File: config.mk
export PLATFORM = sky130hd
export DESIGN_NAME = snake_collision_sched
export DESIGN_NICKNAME = d
export VERILOG_FILES = /design/src/rtl/snake_collision_sched.sv
export SDC_FILE = /design/constraint.sdc
export NUM_CORES = 1
export LEC_CHECK = 0
export CAP_MARGIN = 20
export CORE_ASPECT_RATIO = 0.7
export CORE_MARGIN = 5
export CORE_UTILIZATION = 40
export CTS_BUF_LIST = sky130_fd_sc_hd__clkbuf_8 sky130_fd_sc_hd__clkbuf_16
export DETAILED_ROUTE_END_ITERATION = 6
export PLACE_DENSITY = 0.73
export SYNTH_ARGS = -nofsm -noshare
export SYNTH_HDL_FRONTEND = slang
export SYNTH_SLANG_ARGS = --single-unit
File: constraint.sdc
create_clock -name clk -period 36.8 [get_ports clk]
set_input_delay 7.36 -clock clk [delete_from_list [all_inputs] [get_ports clk]]
set_output_delay 7.36 -clock clk [all_outputs]
set_load 0.05 [all_outputs]
File: src/rtl/snake_collision_sched.sv
// Sequential head-vs-body collision scan for the two-snake game core.
// Define SNAKE_SELF_COLLISION_EN to also check each head against its own body.
module snake_collision_sched #(
   parameter int MAX_SEG = 16,
   parameter int SEG_W   = 16,
   parameter int POS_W   = 10,
   parameter int LEN_W   = 5
) (
   input  logic                     clk,
   input  logic                     rst,
   input  logic                     start,
   input  logic                     clear,
   input  logic [LEN_W-1:0]         len1,
   input  logic [LEN_W-1:0]         len2,
   input  logic [MAX_SEG*SEG_W-1:0] snake1,
   input  logic [MAX_SEG*SEG_W-1:0] snake2,
   output logic                     busy,
   output logic                     done,
   output logic                     should_stop1,
   output logic                     should_stop2
);

   localparam int CNT_W = $clog2(MAX_SEG + 1);
   localparam int IDX_W = (MAX_SEG > 1) ? $clog2(MAX_SEG) : 1;

   typedef enum logic [1:0] {IDLE, SCAN, DONE} state_t;

   state_t             state_q, state_d;
   logic [IDX_W-1:0]   i_q, i_d;
   logic [CNT_W-1:0]   l1_q, l1_d;
   logic [CNT_W-1:0]   l2_q, l2_d;
   logic [CNT_W-1:0]   n_q, n_d;
   logic               p1_q, p1_d;
   logic               p2_q, p2_d;
   logic               stop1_q, stop1_d;
   logic               stop2_q, stop2_d;
   logic [POS_W-1:0]   pos1_q [MAX_SEG];
   logic [POS_W-1:0]   pos1_d [MAX_SEG];
   logic [POS_W-1:0]   pos2_q [MAX_SEG];
   logic [POS_W-1:0]   pos2_d [MAX_SEG];

   logic [CNT_W-1:0]   lc1, lc2, nc;
   logic [CNT_W-1:0]   i_ext;
   logic               hit1, hit2, last;
   logic               unused_hi;

   // Only the position field of each slot matters to the scan.
   assign unused_hi = ^{snake1, snake2};

   always_comb begin
      lc1 = (32'(len1) > MAX_SEG) ? CNT_W'(MAX_SEG) : CNT_W'(len1);
      lc2 = (32'(len2) > MAX_SEG) ? CNT_W'(MAX_SEG) : CNT_W'(len2);
      nc  = (lc1 > lc2) ? lc1 : lc2;
   end

   assign i_ext = CNT_W'(i_q);
   assign last  = (i_ext == n_q - CNT_W'(1));

`ifdef SNAKE_SELF_COLLISION_EN
   always_comb begin
      hit1 = ((i_ext < l2_q) && (pos1_q[0] == pos2_q[i_q])) ||
             ((i_q != '0) && (i_ext < l1_q) &&
              (pos1_q[0] == pos1_q[i_q]));
      hit2 = ((i_ext < l1_q) && (pos2_q[0] == pos1_q[i_q])) ||
             ((i_q != '0) && (i_ext < l2_q) &&
              (pos2_q[0] == pos2_q[i_q]));
   end
`else
   always_comb begin
      hit1 = (i_ext < l2_q) && (pos1_q[0] == pos2_q[i_q]);
      hit2 = (i_ext < l1_q) && (pos2_q[0] == pos1_q[i_q]);
   end
`endif

   always_comb begin
      state_d = state_q;
      i_d     = i_q;
      l1_d    = l1_q;
      l2_d    = l2_q;
      n_d     = n_q;
      p1_d    = p1_q;
      p2_d    = p2_q;
      stop1_d = stop1_q;
      stop2_d = stop2_q;
      pos1_d  = pos1_q;
      pos2_d  = pos2_q;
      unique case (state_q)
         IDLE: begin
            if (start) begin
               for (int k = 0; k < MAX_SEG; k++) begin
                  pos1_d[k] = snake1[k*SEG_W +: POS_W];
                  pos2_d[k] = snake2[k*SEG_W +: POS_W];
               end
               l1_d    = lc1;
               l2_d    = lc2;
               n_d     = nc;
               i_d     = '0;
               p1_d    = 1'b0;
               p2_d    = 1'b0;
               state_d = (nc == '0) ? DONE : SCAN;
            end
         end
         SCAN: begin
            p1_d = p1_q | hit1;
            p2_d = p2_q | hit2;
            if (last) begin
               // Fold in this cycle's hit so the flags land with done.
               stop1_d = stop1_q | p1_q | hit1;
               stop2_d = stop2_q | p2_q | hit2;
               state_d = DONE;
            end else begin
               i_d = i_q + IDX_W'(1);
            end
         end
         DONE:    state_d = IDLE;
         default: state_d = IDLE;
      endcase
      if (clear) begin
         state_d = IDLE;
         i_d     = '0;
         p1_d    = 1'b0;
         p2_d    = 1'b0;
         stop1_d = 1'b0;
         stop2_d = 1'b0;
      end
   end

   always_ff @(posedge clk) begin
      if (rst) begin
         state_q <= IDLE;
         i_q     <= '0;
         l1_q    <= '0;
         l2_q    <= '0;
         n_q     <= '0;
         p1_q    <= 1'b0;
         p2_q    <= 1'b0;
         stop1_q <= 1'b0;
         stop2_q <= 1'b0;
      end else begin
         state_q <= state_d;
         i_q     <= i_d;
         l1_q    <= l1_d;
         l2_q    <= l2_d;
         n_q     <= n_d;
         p1_q    <= p1_d;
         p2_q    <= p2_d;
         stop1_q <= stop1_d;
         stop2_q <= stop2_d;
      end
   end

   always_ff @(posedge clk) begin
      pos1_q <= pos1_d;
      pos2_q <= pos2_d;
   end

   assign busy         = (state_q == SCAN);
   assign done         = (state_q == DONE);
   assign should_stop1 = stop1_q;
   assign should_stop2 = stop2_q;

endmodule

==> results by group <==
Finish
  • Final instance count without filler cells: 1602
  • End-of-flow core utilization: 0.5477
  • Final std cell area, no fill: 19100 um^2
  • Ratio of cells with drive above 1 in the final layout: 0.1198
  • Post-layout nets: 1642
  • Layout-stage area growth over the synthesis result: 34.40%

Critical path
  • Required @ worst endpoint: 36.93 ns
  • Startpoint type of the worst setup path: primary input
  • Largest stage delay on the critical path: 0.87 ns
  • Data arrival, critical path: 10.81 ns
  • Crit-path max FO: 111
  • Buf+Inv Stages, Crit Path: 4
  • Cell mode on critical path: sky130_fd_sc_hd__buf_4
  • Kind of critical path: in -> reg
  • Cell-by-cell listing of the critical path: clkdlybuf4s50_1 -> nand2b_1 -> or2_2 -> inv_8 -> buf_4 -> buf_4
  • Critical-path cell with the highest stage delay: sky130_fd_sc_hd__buf_4
  • Cell family contributing the most delay on the critical path: buffers and inverters
  • Element type at the critical path end: register

Logic synthesis
  • Proportion of register bits with asynchronous set or reset after synthesis: 0
  • Avg Synthesized Cell Area: 18.70 um^2
  • Count of flip-flops with a built-in enable after synthesis: 320
  • Synth Instances: 760
  • Synth Flop Type: sky130_fd_sc_hd__edfxtp_1
  • Share of the synthesized area in the top cell type: 0.6761
  • Largest cells by area after synthesis: sky130_fd_sc_hd__edfxtp_1 (68%), sky130_fd_sc_hd__mux4_2 (11%), sky130_fd_sc_hd__dfxtp_1 (3.5%)
  • Number of warnings reported in the yosys synthesis log: 0
  • Netlist Area Pre-Place: 14210 um^2
  • Count of different cell masters after synthesis: 57
  • Post-synthesis sequential area ratio: 0.7113
  • Most area-hungry cell type in the Yosys netlist: sky130_fd_sc_hd__edfxtp_1
  • Net count of the mapped netlist: 1299
  • Total of flip-flops plus latches after synthesis: 345

Placed design
  • Routability congestion estimate: 0.7976
  • Dpl hpwl: 27.51 mm
  • Instance area at placement: 18000 um^2
  • Number of I/O port buffers: 337
  • Number of cells in the design after placement: 1538

Pwr
  • Power per cell area: 46.54 nW/um^2
  • Cell leakage power: 6.304 nW
  • Final Total Pwr: 0.8890 mW
  • Worst VDD drop: 0.00003623 V

Floorplanning
  • Std cell rows: 57
  • Core region area: 34870 um^2
  • Floorplan die width: 235.3 um
  • Die ar.: 39460 um^2
  • Die Ht: 167.7 um
  • Starting density of the core: 0.4075
  • Boundary pin count: 530

Routing
  • Vias: 8238
  • Antenna Violating Nets Remaining: 0
  • Iteration-0 DRC Markers: 505
  • M1 WL: 16.17 mm
  • 1st-pass router iterations: 5
  • Topmost layer with routed signal wires: met5
  • Mean routed wirelength per cell: 23.65 um
  • Remaining DRCs: 0
  • Routed met2 length: 17.57 mm
  • Aggregate routed wire length: 37.89 mm
  • Sum of met3 wire segment lengths after detailed routing: 3.382 mm
  • Vias per cell: 5.142

Clock network
  • # clock sinks: 345
  • Htree depth: 2
  • Number of buffers inserted by hold repair at cts: 0
  • Clock latency reported for the late side of the worst-skew pair: 0.51 ns
  • Gates resized, CTS repair: 0
  • Maximum count of clock buffers along a single path: 3
  • TritonCTS clock tree: done
  • Clk Tree Root Cell: sky130_fd_sc_hd__clkbuf_16
  • CTS clk-pin slew, worst paths: 0.06 ns
  • Clock buffers created by TritonCTS: 35
  • Number of buffers inserted by post-CTS setup repair: 0

Timing
  • Achievable clock frequency: 93.63 MHz
  • Final critical path time including I/O delays and setup: 10.68 ns
  • Number of hold violations in the final report: 0
  • Final TNS setup: 0 ns
  • Period utilisation layout: 0.2902
  • Clock Skew: 0.01149 ns
  • Setup repair after global routing missed its margin: no
  • Max-slew violation total from the final report: 0
  • Actual slew at the worst max-slew pin: 1.018 ns
  • Setup-failing EPs final: 0
  • Slew headroom: 0.3214

Worst hold path
  • HP Class: reg -> reg

Global route
  • GRT Total Usage: 0.1878
  • Total gr overflow: 0
  • Largest net degree at the start of global routing: 112
  • Via count of the first global-routing pass: 8776
  • First-pass GRT wire length: 55.52 mm
  • Initial antenna violation count: 11

Outcome
  • Result of the run: completed

Job
  • Max-Cap Viols: 0
-- metal layers --
metal  vias to the layer above  track usage
met1                      4121       0.2553
li1                       3758            -
met5                         -            0
met2                       282       0.2903
met3                        61      0.07169
met4                        16      0.04415
-- path summary, 6_finish.rpt --
kind	start	endpoint	slack (ns)	cells past startpoint
max	start	pos1_q[109]$_DFFE_PP_	26.12	6
min	l1_q[0]$_SDFFE_PP0P_	l1_q[0]$_SDFFE_PP0P_	0.46	2
max reg2reg	i_q[0]$_SDFFE_PP0P_	p2_q$_SDFFE_PP0P_	32.94	9
min reg2reg	l1_q[0]$_SDFFE_PP0P_	l1_q[0]$_SDFFE_PP0P_	0.46	2
-- cell families after synthesis --
logic type      after synthesis  share of synthesized area
compound gates               85                    0.04103
fa+ha+maj                    13                    0.01144
mux                         118                     0.1552
flops                       345                     0.7113
simple gates                108                    0.03706
xor+xnor                     35                    0.02157
buf+inv                      56                    0.02236
-- per-stage QoR --
stage,hold slack [ns],setup slack (ns)
floorplan,0.4213,19.20
global placement,0.4317,25.68
detailed placement,0.4461,25.59
CTS,0.4550,26.13
global route,0.4941,25.90
finish,0.4562,26.12
-- synth_stat cells (3+ instances only) --
cell	count
sky130_fd_sc_hd__o21ai_0	13
sky130_fd_sc_hd__clkbuf_1	10
sky130_fd_sc_hd__nor2b_1	15
sky130_fd_sc_hd__xnor2_1	23
sky130_fd_sc_hd__ha_1	13
sky130_fd_sc_hd__buf_6	6
sky130_fd_sc_hd__a31oi_1	5
sky130_fd_sc_hd__buf_2	10
sky130_fd_sc_hd__buf_4	9
sky130_fd_sc_hd__a221oi_1	4
sky130_fd_sc_hd__nand2_1	28
sky130_fd_sc_hd__o22ai_1	4
sky130_fd_sc_hd__mux4_1	9
sky130_fd_sc_hd__xor2_1	12
sky130_fd_sc_hd__o31a_1	3
sky130_fd_sc_hd__nand2b_1	6
sky130_fd_sc_hd__dfxtp_1	25
sky130_fd_sc_hd__a21oi_1	20
sky130_fd_sc_hd__edfxtp_1	320
sky130_fd_sc_hd__nor2_1	31
sky130_fd_sc_hd__mux4_2	70
sky130_fd_sc_hd__a211oi_1	11
sky130_fd_sc_hd__mux2i_1	37
sky130_fd_sc_hd__inv_1	18
sky130_fd_sc_hd__nor3_1	11
-- where the power goes --
group	internal (mW)	switching, mW
Combinational	0.0474	0.0306
Clock	0.198	0.147
Sequential	0.457	0.00935
-- worst register-to-register path, stage by stage, from the launching register on --
cell	delay, ns
sky130_fd_sc_hd__dfxtp_4	0.82
sky130_fd_sc_hd__buf_4	0.70
sky130_fd_sc_hd__mux4_1	0.72
sky130_fd_sc_hd__mux2_2	0.28
sky130_fd_sc_hd__nand2_1	0.06
sky130_fd_sc_hd__o21ai_0	0.10
sky130_fd_sc_hd__xor2_1	0.22
sky130_fd_sc_hd__nor4_1	0.39
sky130_fd_sc_hd__and4b_1	0.35
sky130_fd_sc_hd__a32o_1	0.16
-- final cells by class --
type | instances | area, um^2
fill | 2692 | 15770
sequential | 345 | 10120
multi-input combinational | 359 | 3785
timing repair buffer | 344 | 3426
clock buffer | 38 | 939.7
tap | 472 | 590.6
clock inverter | 23 | 157.7
inverter | 18 | 75.07
antenna | 3 | 7.507
-- sequential cells by signal, indices dropped and copies added (netlist names) --
register      count
i_q               4
l1_q              5
l2_q              5
n_q               5
p1_q              1
p2_q              1
pos1_q          160
pos2_q          160
should_stop1      1
should_stop2      1
state_q           2
-- layout by cell type, fill, tap and decap left out, types with 20 or more instances in the layout --
cell and instances:
sky130_fd_sc_hd__a21oi_1 20, sky130_fd_sc_hd__clkbuf_16 37, sky130_fd_sc_hd__clkdlybuf4s50_1 337, sky130_fd_sc_hd__dfxtp_1 22, sky130_fd_sc_hd__edfxtp_1 320, sky130_fd_sc_hd__inv_1 26
sky130_fd_sc_hd__mux2i_1 37, sky130_fd_sc_hd__mux4_2 70, sky130_fd_sc_hd__nand2_1 28, sky130_fd_sc_hd__nor2_1 31, sky130_fd_sc_hd__xnor2_1 23
No activity file was read; power rests on OpenSTA's default activity.
